$ cat config.mk
export PLATFORM = sky130hd
export DESIGN_NAME = product_accumulator
export DESIGN_NICKNAME = d
export VERILOG_FILES = /design/src/rtl/product_accumulator_pkg.sv /design/src/rtl/product_accumulator.sv
export SDC_FILE = /design/constraint.sdc
export NUM_CORES = 1
export LEC_CHECK = 0
export CORE_MARGIN = 2
export CORE_UTILIZATION = 58
export DETAILED_ROUTE_END_ITERATION = 8
export PLACE_DENSITY = 0.85
export SLEW_MARGIN = 5
export SYNTH_ARGS = -nofsm -noshare
export SYNTH_HDL_FRONTEND = slang
export SYNTH_SLANG_ARGS = --single-unit
$ cat constraint.sdc
create_clock -name clk -period 6.9 [get_ports clk]
set_input_delay 1.035 -clock clk [delete_from_list [all_inputs] [get_ports clk]]
set_output_delay 1.035 -clock clk [all_outputs]
set_load 0.005 [all_outputs]
$ cat src/rtl/product_accumulator_pkg.sv
// Shared constants for the product accumulator: FSM encoding, width defaults
// matched to the upstream multiplier, and a constant clog2.
package product_accumulator_pkg;

  localparam int DEF_BITWIDTH_A = 8;
  localparam int DEF_BITWIDTH_B = 8;
  localparam int DEF_PROD_WIDTH = DEF_BITWIDTH_A + DEF_BITWIDTH_B;
  localparam int DEF_ACC_WIDTH  = 24;
  localparam int DEF_MAX_TERMS  = 16;

  typedef enum logic {
    ST_ACCUM = 1'b0,
    ST_HOLD  = 1'b1
  } acc_state_e;

  function automatic int clog2(input int value);
    int r;
    r = 0;
    for (int v = value - 1; v > 0; v = v >> 1) r++;
    return r;
  endfunction

endpackage

$ cat src/rtl/product_accumulator.sv
// Streaming group accumulator: sums unsigned products until in_last or MAX_TERMS,
// then holds the result on a valid/ready port. in_ready doubles as multiplier enable.
//
// state    | meaning
// ST_ACCUM | accepting products into the open group
// ST_HOLD  | result presented, waiting for out_ready
module product_accumulator
  import product_accumulator_pkg::*;
#(
  parameter int PROD_WIDTH = DEF_PROD_WIDTH,
  parameter int ACC_WIDTH  = DEF_ACC_WIDTH,
  parameter int MAX_TERMS  = DEF_MAX_TERMS,
  parameter int CNT_W      = clog2(MAX_TERMS + 1)
) (
  input  logic                  clk,
  input  logic                  rst,
  input  logic                  in_valid,
  output logic                  in_ready,
  input  logic [PROD_WIDTH-1:0] in_product,
  input  logic                  in_last,
  output logic                  out_valid,
  input  logic                  out_ready,
  output logic [ACC_WIDTH-1:0]  out_sum,
  output logic [CNT_W-1:0]      out_terms,
  output logic                  out_overflow,
  output logic                  busy
);

  acc_state_e           state_q;
  logic [ACC_WIDTH-1:0] acc_q;
  logic [CNT_W-1:0]     count_q;
  logic                 ovf_q;
  logic                 out_valid_q;
  logic [ACC_WIDTH-1:0] out_sum_q;
  logic [CNT_W-1:0]     out_terms_q;
  logic                 out_overflow_q;

  logic [ACC_WIDTH:0]   sum_d;
  logic [CNT_W-1:0]     count_d;
  logic                 accept;
  logic                 close;

  // Depends only on state and reset, never on in_valid or out_ready.
  assign in_ready = (state_q == ST_ACCUM) && !rst;
  assign accept   = in_valid && in_ready;
  assign sum_d    = {1'b0, acc_q} + {{(ACC_WIDTH + 1 - PROD_WIDTH){1'b0}}, in_product};
  assign count_d  = count_q + 1'b1;
  assign close    = in_last || (count_d == CNT_W'(MAX_TERMS));

  always_ff @(posedge clk) begin
    if (rst) begin
      state_q        <= ST_ACCUM;
      acc_q          <= '0;
      count_q        <= '0;
      ovf_q          <= 1'b0;
      out_valid_q    <= 1'b0;
      out_sum_q      <= '0;
      out_terms_q    <= '0;
      out_overflow_q <= 1'b0;
    end else begin
      case (state_q)
        ST_ACCUM: begin
          if (accept) begin
            if (close) begin
              out_sum_q      <= sum_d[ACC_WIDTH-1:0];
              out_terms_q    <= count_d;
              out_overflow_q <= ovf_q | sum_d[ACC_WIDTH];
              out_valid_q    <= 1'b1;
              acc_q          <= '0;
              count_q        <= '0;
              ovf_q          <= 1'b0;
              state_q        <= ST_HOLD;
            end else begin
              acc_q   <= sum_d[ACC_WIDTH-1:0];
              count_q <= count_d;
              ovf_q   <= ovf_q | sum_d[ACC_WIDTH];
            end
          end
        end
        ST_HOLD: begin
          if (out_ready) begin
            out_valid_q <= 1'b0;
            state_q     <= ST_ACCUM;
          end
        end
      endcase
    end
  end

  assign out_valid    = out_valid_q;
  assign out_sum      = out_sum_q;
  assign out_terms    = out_terms_q;
  assign out_overflow = out_overflow_q;
  assign busy         = (count_q != '0) || (state_q == ST_HOLD);

endmodule

==> run summary <==
Synth Instances: 407
Max VDD drop: 0.139 mV
clock slew at reported path FFs: 0.07 ns
Pwr Total: 0.887 mW
total negative slack: 0 ns
leading area contributor after synthesis: dfxtp_1
CTS tree: yes
status: completed
GRT Total Usage: 26.6%
hold path start: out_valid
Num CTS Buffers: 9
reg2reg start: count_q[0]
Max Slew Vio Count: 0
Detail Route Antenna Nets: 0
CTS root buf: clkbuf_8
fmax: 270 MHz
layout cell share with drive strength beyond 1: 7.47%
clk_lat worst skew: 0.34 ns
end of the worst register-to-register path: out_sum[20]
critical path startpoint category: input pin
Buf+Inv Stages, Crit Path: 3
final hold vios: 0
hpwl dp: 5750 um
Synth Area per Inst: 8.43 um2
post-synthesis mux area share: 0%
Ant. Diodes: 0
Fillers: 459
standard-cell row count: 28
critical path class: in2reg
core footprint: 0.00582 mm2
Initial DRT Pass Iterations: 6
fraction of the mapped netlist area in simple logic gates: 21.4%
post-synthesis compound-gate area fraction: 25.3%
vias in the first global route: 2869
Starting Density: 59.0%
Nets: 490
Yosys cell types: 56
RSZ-0062 raised after global routing: false
CP delay by family, top: compound AO/OA/AOI/OAI gates
Clock Skew: 0.00562 ns
Final min period: 3.70 ns
Synth Area in XOR/XNOR: 5.87%
Synth area leaders: dfxtp_1 (36%), ha_1 (6.6%), nand3b_1 (5.7%), nand2_1 (5.6%), o21ai_0 (4.8%)
sequential share of the synthesized area: 36.2%
Crit Path Max Fanout: 48
Area Growth Syn to Fin: 22.4%
GRT overflow: 0
Async S/R FF share, synth: 0%
kind of end point of the critical path: flip-flop
routed via count: 3189
share of the synthesized area in the top cell type: 36.2%
Register Area: 0.00124 mm2
wire per inst: 15.7 um
Yosys reg bits: 62
initial antenna violation count: 0
CTS Buffer Depth: 2
post-synth net total: 447
Post-CTS Hold Fix Bufs: 0
Resized Gates After CTS: 0
RD Place Congestion: 0.910
R2R setup slack: 4.18 ns
# port buffers: 53
number of flops mapped to enable cells by yosys: 0
setup violators final: 0
DIE HEIGHT: 80.9 um
first-pass GRT wire length: 13500 um
die area: 0.00655 mm2
largest net degree at the start of global routing: 49
Hold WC Path Type: reg2reg
clock sink count: 62
CP required: 7.11 ns
Ys Warns: 0
Worst path max stage delay: 0.93 ns
synthesized area: 0.00343 mm2
final hold slack: 0.467 ns
Worst-Margin Slew: 1.07 ns
max-cap viol count: 0
most frequent cells in the layout: dfxtp_1 (62), clkdlybuf4s50_1 (53), nand2_1 (51)
worst rel slew slack: 28.7%
post-synthesis adder-cell area fraction: 7.15%
r2r worst-path depth: 8
CP dominant cell by count: buf_4
H-tree levels: 3
main combinational cell family by area after synthesis: compound AO/OA/AOI/OAI gates
DR DRC count: 0
routed wire length: 8310 um
power density over the cells: 211 mW/mm2
hold depth: 2
DRT iter0 DRCs: 209
WHS Endpoint: out_valid
commonest non-fill, non-tap cell in the layout: dfxtp_1
Critical-path top delay cell: a21oi_1
worst-path cell chain: clkdlybuf4s50_1, buf_4, nor2_1, nand2_1, a21oi_1, buf_4, nor3b_1, a31oi_1, o211ai_1
chip width: 80.9 um
fin crit share: 53.7%
CP arrival: 3.91 ns
routed vias/inst: 6.02
setup bufs post-CTS: 0
ys flop type: dfxtp_1
Top Ports: 54
leakage: 1.61 nW
Multi-input gate area: 0.00205 mm2
-- cell usage after synthesis (2+ instances only) --
| cell | n |
|---|---|
| clkbuf_1 | 22 |
| and2_1 | 2 |
| nand2_1 | 51 |
| and3_1 | 3 |
| nand4_1 | 2 |
| o211ai_1 | 2 |
| o21bai_1 | 2 |
| dfxtp_1 | 62 |
| a22oi_1 | 10 |
| a21o_1 | 6 |
| o21ai_2 | 2 |
| a32oi_1 | 2 |
| nand3_1 | 13 |
| inv_1 | 10 |
| and4_1 | 2 |
| nor3b_1 | 3 |
| a21oi_1 | 26 |
| or3_1 | 2 |
| nand3b_1 | 26 |
| nor2_1 | 25 |
| nand2b_1 | 2 |
| nor2b_1 | 2 |
| a31oi_1 | 8 |
| o21a_1 | 7 |
| ha_1 | 18 |
| a22o_1 | 4 |
| o21ai_1 | 8 |
| o21ba_2 | 2 |
| xor2_1 | 9 |
| o31ai_2 | 2 |
| o21ai_0 | 33 |
| a211oi_1 | 2 |
| xnor2_1 | 14 |
-- state kept, by name, summed over array words and instances, names as in the netlist --
signal        cells
out_overflow      1
ovf_q             1
count_q           5
state_q           1
out_valid         1
out_sum          24
out_terms         5
acc_q            24
-- worst max-delay path by stage --
stage,from,end,depth (start not counted)
floorplan,in_product[0],acc_q[20],9
global placement,rst,out_sum[20],9
detailed placement,rst,out_sum[20],9
CTS,rst,out_sum[20],9
global route,rst,out_sum[20],9
finish,rst,out_sum[20],9
-- through the flow --
stage	cells	worst slack (ns)	instance area, um2	utilization, %
6_report	530	3.20	4200	72.2
2_1_floorplan	407	3.74	3430	-
3_5_place_dp	514	2.89	3990	68.5
3_3_place_gp	514	3.10	3990	68.5
5_1_grt	530	2.94	4200	72.2
4_1_cts	530	3.21	4200	72.2
-- kinds of logic (layout without fill, tap and decap cells) --
kind of cell | after synthesis | in the layout
AO/OA/AOI/OAI | 127 | 127
flip-flops | 62 | 62
AND/OR/NAND/NOR | 141 | 141
XOR/XNOR | 23 | 23
buffers and inverters | 35 | 83
adder cells (fa/ha/maj) | 19 | 19
-- power by group --
part	switching [mW]	total (mW)	internal [mW]
combinational	0.0804	0.148	0.0679
sequential	0.0111	0.384	0.373
clock	0.143	0.355	0.212
-- cell type report --
cell class / count / share of cell area, %
clock buffer: 12 / 3.46
multi-input combinational: 310 / 48.9
clock inverter: 4 / 1.67
timing repair buffer: 57 / 13.3
tap: 75 / 2.23
sequential: 62 / 29.6
inverter: 10 / 0.894
-- worst register-to-register path, stage by stage, from the launching register on --
cell and delay [ns]:
dfxtp_1 0.48, ha_1 0.29, and2_1 0.19, o21ai_0 0.14
a21oi_1 0.82, buf_4 0.33, nor3b_1 0.07, a31oi_1 0.16
o211ai_1 0.11
-- metal layers --
metal / vias up / routed length [um] / track usage, %
li1: 1544 / - / -
met1: 1512 / 3750 / 35.4
met2: 113 / 3940 / 42.4
met3: 20 / 467 / 5.22
met4: 0 / 153 / 10.0
met5: - / 0 / 1.67
(Power assumes the default switching activity.)
==> patch 1, RTL diff (same settings) <==
Change the package constant `DEF_ACC_WIDTH` from 24 to 48.
--- a/src/rtl/product_accumulator_pkg.sv
+++ b/src/rtl/product_accumulator_pkg.sv
@@ -7,3 +7,3 @@
   localparam int DEF_PROD_WIDTH = DEF_BITWIDTH_A + DEF_BITWIDTH_B;
-  localparam int DEF_ACC_WIDTH  = 24;
+  localparam int DEF_ACC_WIDTH  = 48;
   localparam int DEF_MAX_TERMS  = 16;
Interface: changed (resized out_sum); port bits go from 54 to 78. The function was not compared with the original's and may differ.
==> patch 1 against the unedited design <==
Total power rose by 38%; via count up 76%; synthesized area grew 73%; cell area up 64%; sequential power up 73%; worst setup slack worse by 0.23 ns; synthesized cell count increased by 79%; non-clock buffer count grew 27; sequential share of layout area grew 2.5 points; sequential cell count rose by 48; global-route usage increased by 1.9 points; clock skew grew 0.0067 ns; utilization fell by 2.2 points; wire length up 88%.
==> patch 1: results <==
metrics = {
    "place": {
        "post-place-ws_ns": 2.66,
        "port_buffers": 77,
        "globalplace.congestion": 0.944,
        "hpwlAfterDp_um": 11000,
    },
    "global_routing": {
        "grt_max_degree": 70,
        "grt_pass1_vias": 5318,
        "grt_pass1_wl_um": 25800,
    },
    "logic_synthesis": {
        "synth_area_leaders": "dfxtp_1 37%, a21oi_1 6.1%, nand2_1 4.9%",
        "synth_nets": 768,
        "synth_seq_area_share_pct": 37.2,
    },
    "sta": {
        "fin_crit_ns": 3.93,
        "skew_ns": 0.0123,
    },
    "power": {
        "vdd_ir_drop_max_uv": 105,
        "leakage_uw": 0.00224,
    },
    "critical_path": {
        "crit_start": "in_product[10]",
        "reg2reg_from": "acc_q[10]$_SDFFE_PP0P_",
        "worstPathMaxFanout": 13,
        "r2r_slack_ns": 3.72,
        "critical_path.max_stage_delay_ns": 0.99,
        "rr_worst_depth": 8,
        "crit_slowest_cell": "a311oi_2",
        "path_class": "primary input to flip-flop",
        "r2r_end": "acc_q[41]$_SDFFE_PP0P_",
    },
    "final_layout": {
        "fin_nets": 811,
        "nFillCells": 823,
        "drive_gt1_share_pct": 5.94,
    },
    "status": {
        "status": "finished, final reports clean",
    },
    "drt": {
        "drt_iter0_drc": 301,
        "num_vias": 5627,
        "drtPass1Iterations": 5,
        "wl_um": 15600,
    },
    "cts": {
        "clk_latency_ns": 0.38,
    },
}
[patch 1: worst max-delay path, delay by kind of cell]
kind	cells	cell delay, ns
compound gates	3	1.37
simple gates	4	1.02
buf+inv	1	0.41
fa+ha+maj	1	0.39
[patch 1: cell families after synthesis]
group,share of synthesized area [%]
xor gates and xnor gates,6.96
and+or+nand+nor,22.2
buffers and inverters,4.10
DFF,37.2
adders and majority gates,4.14
muxes,0.381
AOI/OAI and AO/OA,25.0
[patch 1: routing by layer]
layer	GRT usage, %	vias up	share of wire, %
li1	-	2713	-
met1	38.0	2691	44
met4	8.00	0	1.4
met3	3.74	19	6.2
met2	48.2	204	48
met5	0	-	0
[patch 1: final cells by class]
type / count / area share (%)
repair buffers: 84 / 11.9
inverters: 9 / 0.492
clock buffers: 12 / 2.26
well taps: 133 / 2.42
multi-input cells: 557 / 50.6
clock inverters: 3 / 0.273
flip-flops and latches: 110 / 32.0
[patch 1: metrics by stage]
| stage | cell area [um2] | std cells | utilization (%) |
|---|---|---|---|
| floorplan | 5920 | 728 | - |
| global placement | 6700 | 893 | 68.2 |
| detailed placement | 6700 | 893 | 68.2 |
| CTS | 6870 | 908 | 70.0 |
| global route | 6870 | 908 | 70.0 |
| finish | 6870 | 908 | 70.0 |
[patch 1: how the worst min path moves through the flow]
stage                           start                endpoint  slack, ns  cells after the start
2_1_floorplan  acc_q[15]$_SDFFE_PP0P_  acc_q[15]$_SDFFE_PP0P_       0.42                      2
5_1_grt        acc_q[15]$_SDFFE_PP0P_  acc_q[15]$_SDFFE_PP0P_       0.47                      2
4_1_cts        acc_q[15]$_SDFFE_PP0P_  acc_q[15]$_SDFFE_PP0P_       0.45                      2
3_5_place_dp   acc_q[15]$_SDFFE_PP0P_  acc_q[15]$_SDFFE_PP0P_       0.44                      2
6_report       acc_q[15]$_SDFFE_PP0P_  acc_q[15]$_SDFFE_PP0P_       0.45                      2
3_3_place_gp   acc_q[15]$_SDFFE_PP0P_  acc_q[15]$_SDFFE_PP0P_       0.43                      2
[patch 1: power groups by stage]
| stage | clock network (uW) | logic, uW | registers [uW] |
|---|---|---|---|
| after global placement | 0 | 186 | 680 |
| final | 368 | 193 | 666 |
| after global routing | 397 | 212 | 669 |
| after CTS | 370 | 192 | 666 |
| after floorplan | 0 | 116 | 680 |
| after detailed placement | 0 | 191 | 681 |
==> patch 2, RTL diff (config.mk and constraints unchanged) <==
Made on the original files. Reset style: asynchronous (`rst`), changed in one clocked block.
--- a/src/rtl/product_accumulator.sv
+++ b/src/rtl/product_accumulator.sv
@@ -49,3 +49,3 @@
 
-  always_ff @(posedge clk) begin
+  always_ff @(posedge clk or posedge rst) begin
     if (rst) begin
Function: differs if rst is asserted again (counterexample within 4 cycles, from zero or initial values and one cycle with rst high); with rst held inactive, the same outputs for 4 cycles.
==> patch 2 against the unedited design <==
Utilization grew 1.7 points; cell area fell by 2.5%; wire length down 15%; fmax increased by 8.2%; worst setup slack improved by 0.28 ns; sequential cell count did not move; synthesized area shrank 2.1%; register-to-register slack improved by 0.04 ns.
Power is not compared: it rests on default switching activity, and its combinational part moved more than twofold at a synthesized area within 25%.
==> patch 2: results <==
metrics = {
    "power": {
        "vdd_ir_drop_max_uv": 274,
        "p_sw_share_pct": 35.7,
        "leakage_uw": 0.00182,
    },
    "status": {
        "status": "finished, final reports clean",
    },
    "cts": {
        "cts_htree_levels": 3,
        "cts_resized": 0,
        "post-cts-setup-buffer-count": 0,
        "cts.path.max_buffers": 2,
        "cts_buffers": 9,
        "root_buffer": "clkbuf_8",
        "clk_latency_ns": 0.34,
    },
    "final_layout": {
        "insertedDiodeCount": 0,
        "fin_nets": 430,
        "nFillCells": 404,
        "drive_gt1_share_pct": 9.95,
        "syn2layout_area_growth_pct": 21.9,
    },
    "sta": {
        "skew_ns": 0.00356,
        "tightest_slew_ns": 0.805,
    },
    "critical_path": {
        "arrival_ns": 3.64,
        "worstPathMaxFanout": 7,
        "crit_slowest_cell": "o41ai_4",
        "critical_path.max_stage_delay_ns": 0.50,
    },
    "global_routing": {
        "track_usage_pct": 24.3,
        "grt_max_degree": 63,
        "grt_pass1_wl_um": 12100,
        "grt_pass1_vias": 2684,
    },
    "logic_synthesis": {
        "synth_top_cells_by_count": "62 x dfrtp_1, 52 x nand2_1, 36 x o21ai_0, 18 x ha_1",
        "yosysWarningCount": 0,
        "synth_area_leaders": "dfrtp_1 46%, ha_1 6.7%, nand2_1 5.8%",
        "synth_seq_area_share_pct": 46.2,
        "ys_dominant_reg_cell": "dfrtp_1",
        "async_flop_share_pct": 100,
        "synth_nets": 376,
        "ys_types": 46,
    },
    "drt": {
        "drt_iter0_drc": 109,
        "wl_um": 7040,
        "postRouteAntennaNets": 0,
        "drtPass1Iterations": 4,
        "viasPerCell": 5.81,
    },
    "place": {
        "port_buffers": 53,
        "globalplace.congestion": 0.875,
        "hpwlAfterDp_um": 4840,
    },
}
[patch 2: worst paths after layout]
path	startpoint	to	slack, ns	cells after the start
worst min-delay path	out_valid$_DFFE_PP0P_	out_valid$_DFFE_PP0P_	0.47	2
worst max register to register	acc_q[0]$_DFFE_PP0P_	out_sum[14]$_DFFE_PP0P_	4.22	9
min in group asynchronous	rst	state_q$_DFF_PP0_	1.26	3
worst max-delay path	in_product[0]	out_sum[14]$_DFFE_PP0P_	3.48	10
max in group asynchronous	rst	out_sum[5]$_DFFE_PP0P_	5.13	3
worst min register to register	out_valid$_DFFE_PP0P_	out_valid$_DFFE_PP0P_	0.47	2
[patch 2: kinds of logic after synthesis]
kind of cell / share of synthesized area (%)
flip-flops: 46.2
buffers and inverters: 2.50
AO/OA/AOI/OAI: 20.4
adder cells (fa/ha/maj): 7.30
multiplexers: 4.69
XOR/XNOR: 6.26
AND/OR/NAND/NOR: 12.7
[patch 2: power by group through the flow]
stage / Clock (uW) / Combinational [uW] / Sequential (uW)
floorplan: 0 / 409 / 534
global placement: 0 / 615 / 537
detailed placement: 0 / 637 / 543
CTS: 258 / 644 / 537
global route: 275 / 711 / 550
finish: 254 / 643 / 537
[patch 2: per-stage QoR]
step | hold slack (ns) | std cells | worst slack, ns | power, uW | cell area [um2]
after detailed placement | 0.462 | 451 | 3.17 | 1180 | 3950
after CTS | 0.479 | 464 | 3.51 | 1440 | 4090
after floorplan | 0.453 | 336 | 3.81 | 943 | 3360
after global routing | 0.495 | 464 | 3.28 | 1540 | 4090
final | 0.471 | 464 | 3.48 | 1430 | 4090
after global placement | 0.458 | 451 | 3.19 | 1150 | 3950
[patch 2: metal layers]
metal  routed length [um]  vias to the layer above  track usage, %  part of all wire [%]
li1                     -                     1319               -                     -
met1                 3250                     1304            31.0                    46
met2                 3390                       62            40.8                    48
met3                  275                       12            4.94                   3.9
met4                  114                        0            8.98                   1.6
met5                    0                        -               0                     0
[patch 2: area by class of cell]
type | instances | share of cell area, %
clock buffer | 10 | 3.12
clock inverter | 3 | 0.367
inverter | 9 | 0.825
multi-input combinational | 252 | 42.1
sequential | 62 | 37.9
tap | 72 | 2.20
timing repair buffer | 56 | 13.5
[patch 2: worst register-to-register path, cell delays in order (launching register included)]
cell and delay [ns]:
dfrtp_1 0.38, ha_1 0.23, fa_1 0.42, a21oi_1 0.18
nand4b_1 0.20, a21oi_2 0.10, o41ai_4 0.50, o21ai_2 0.13
xor2_1 0.17, mux2_2 0.26
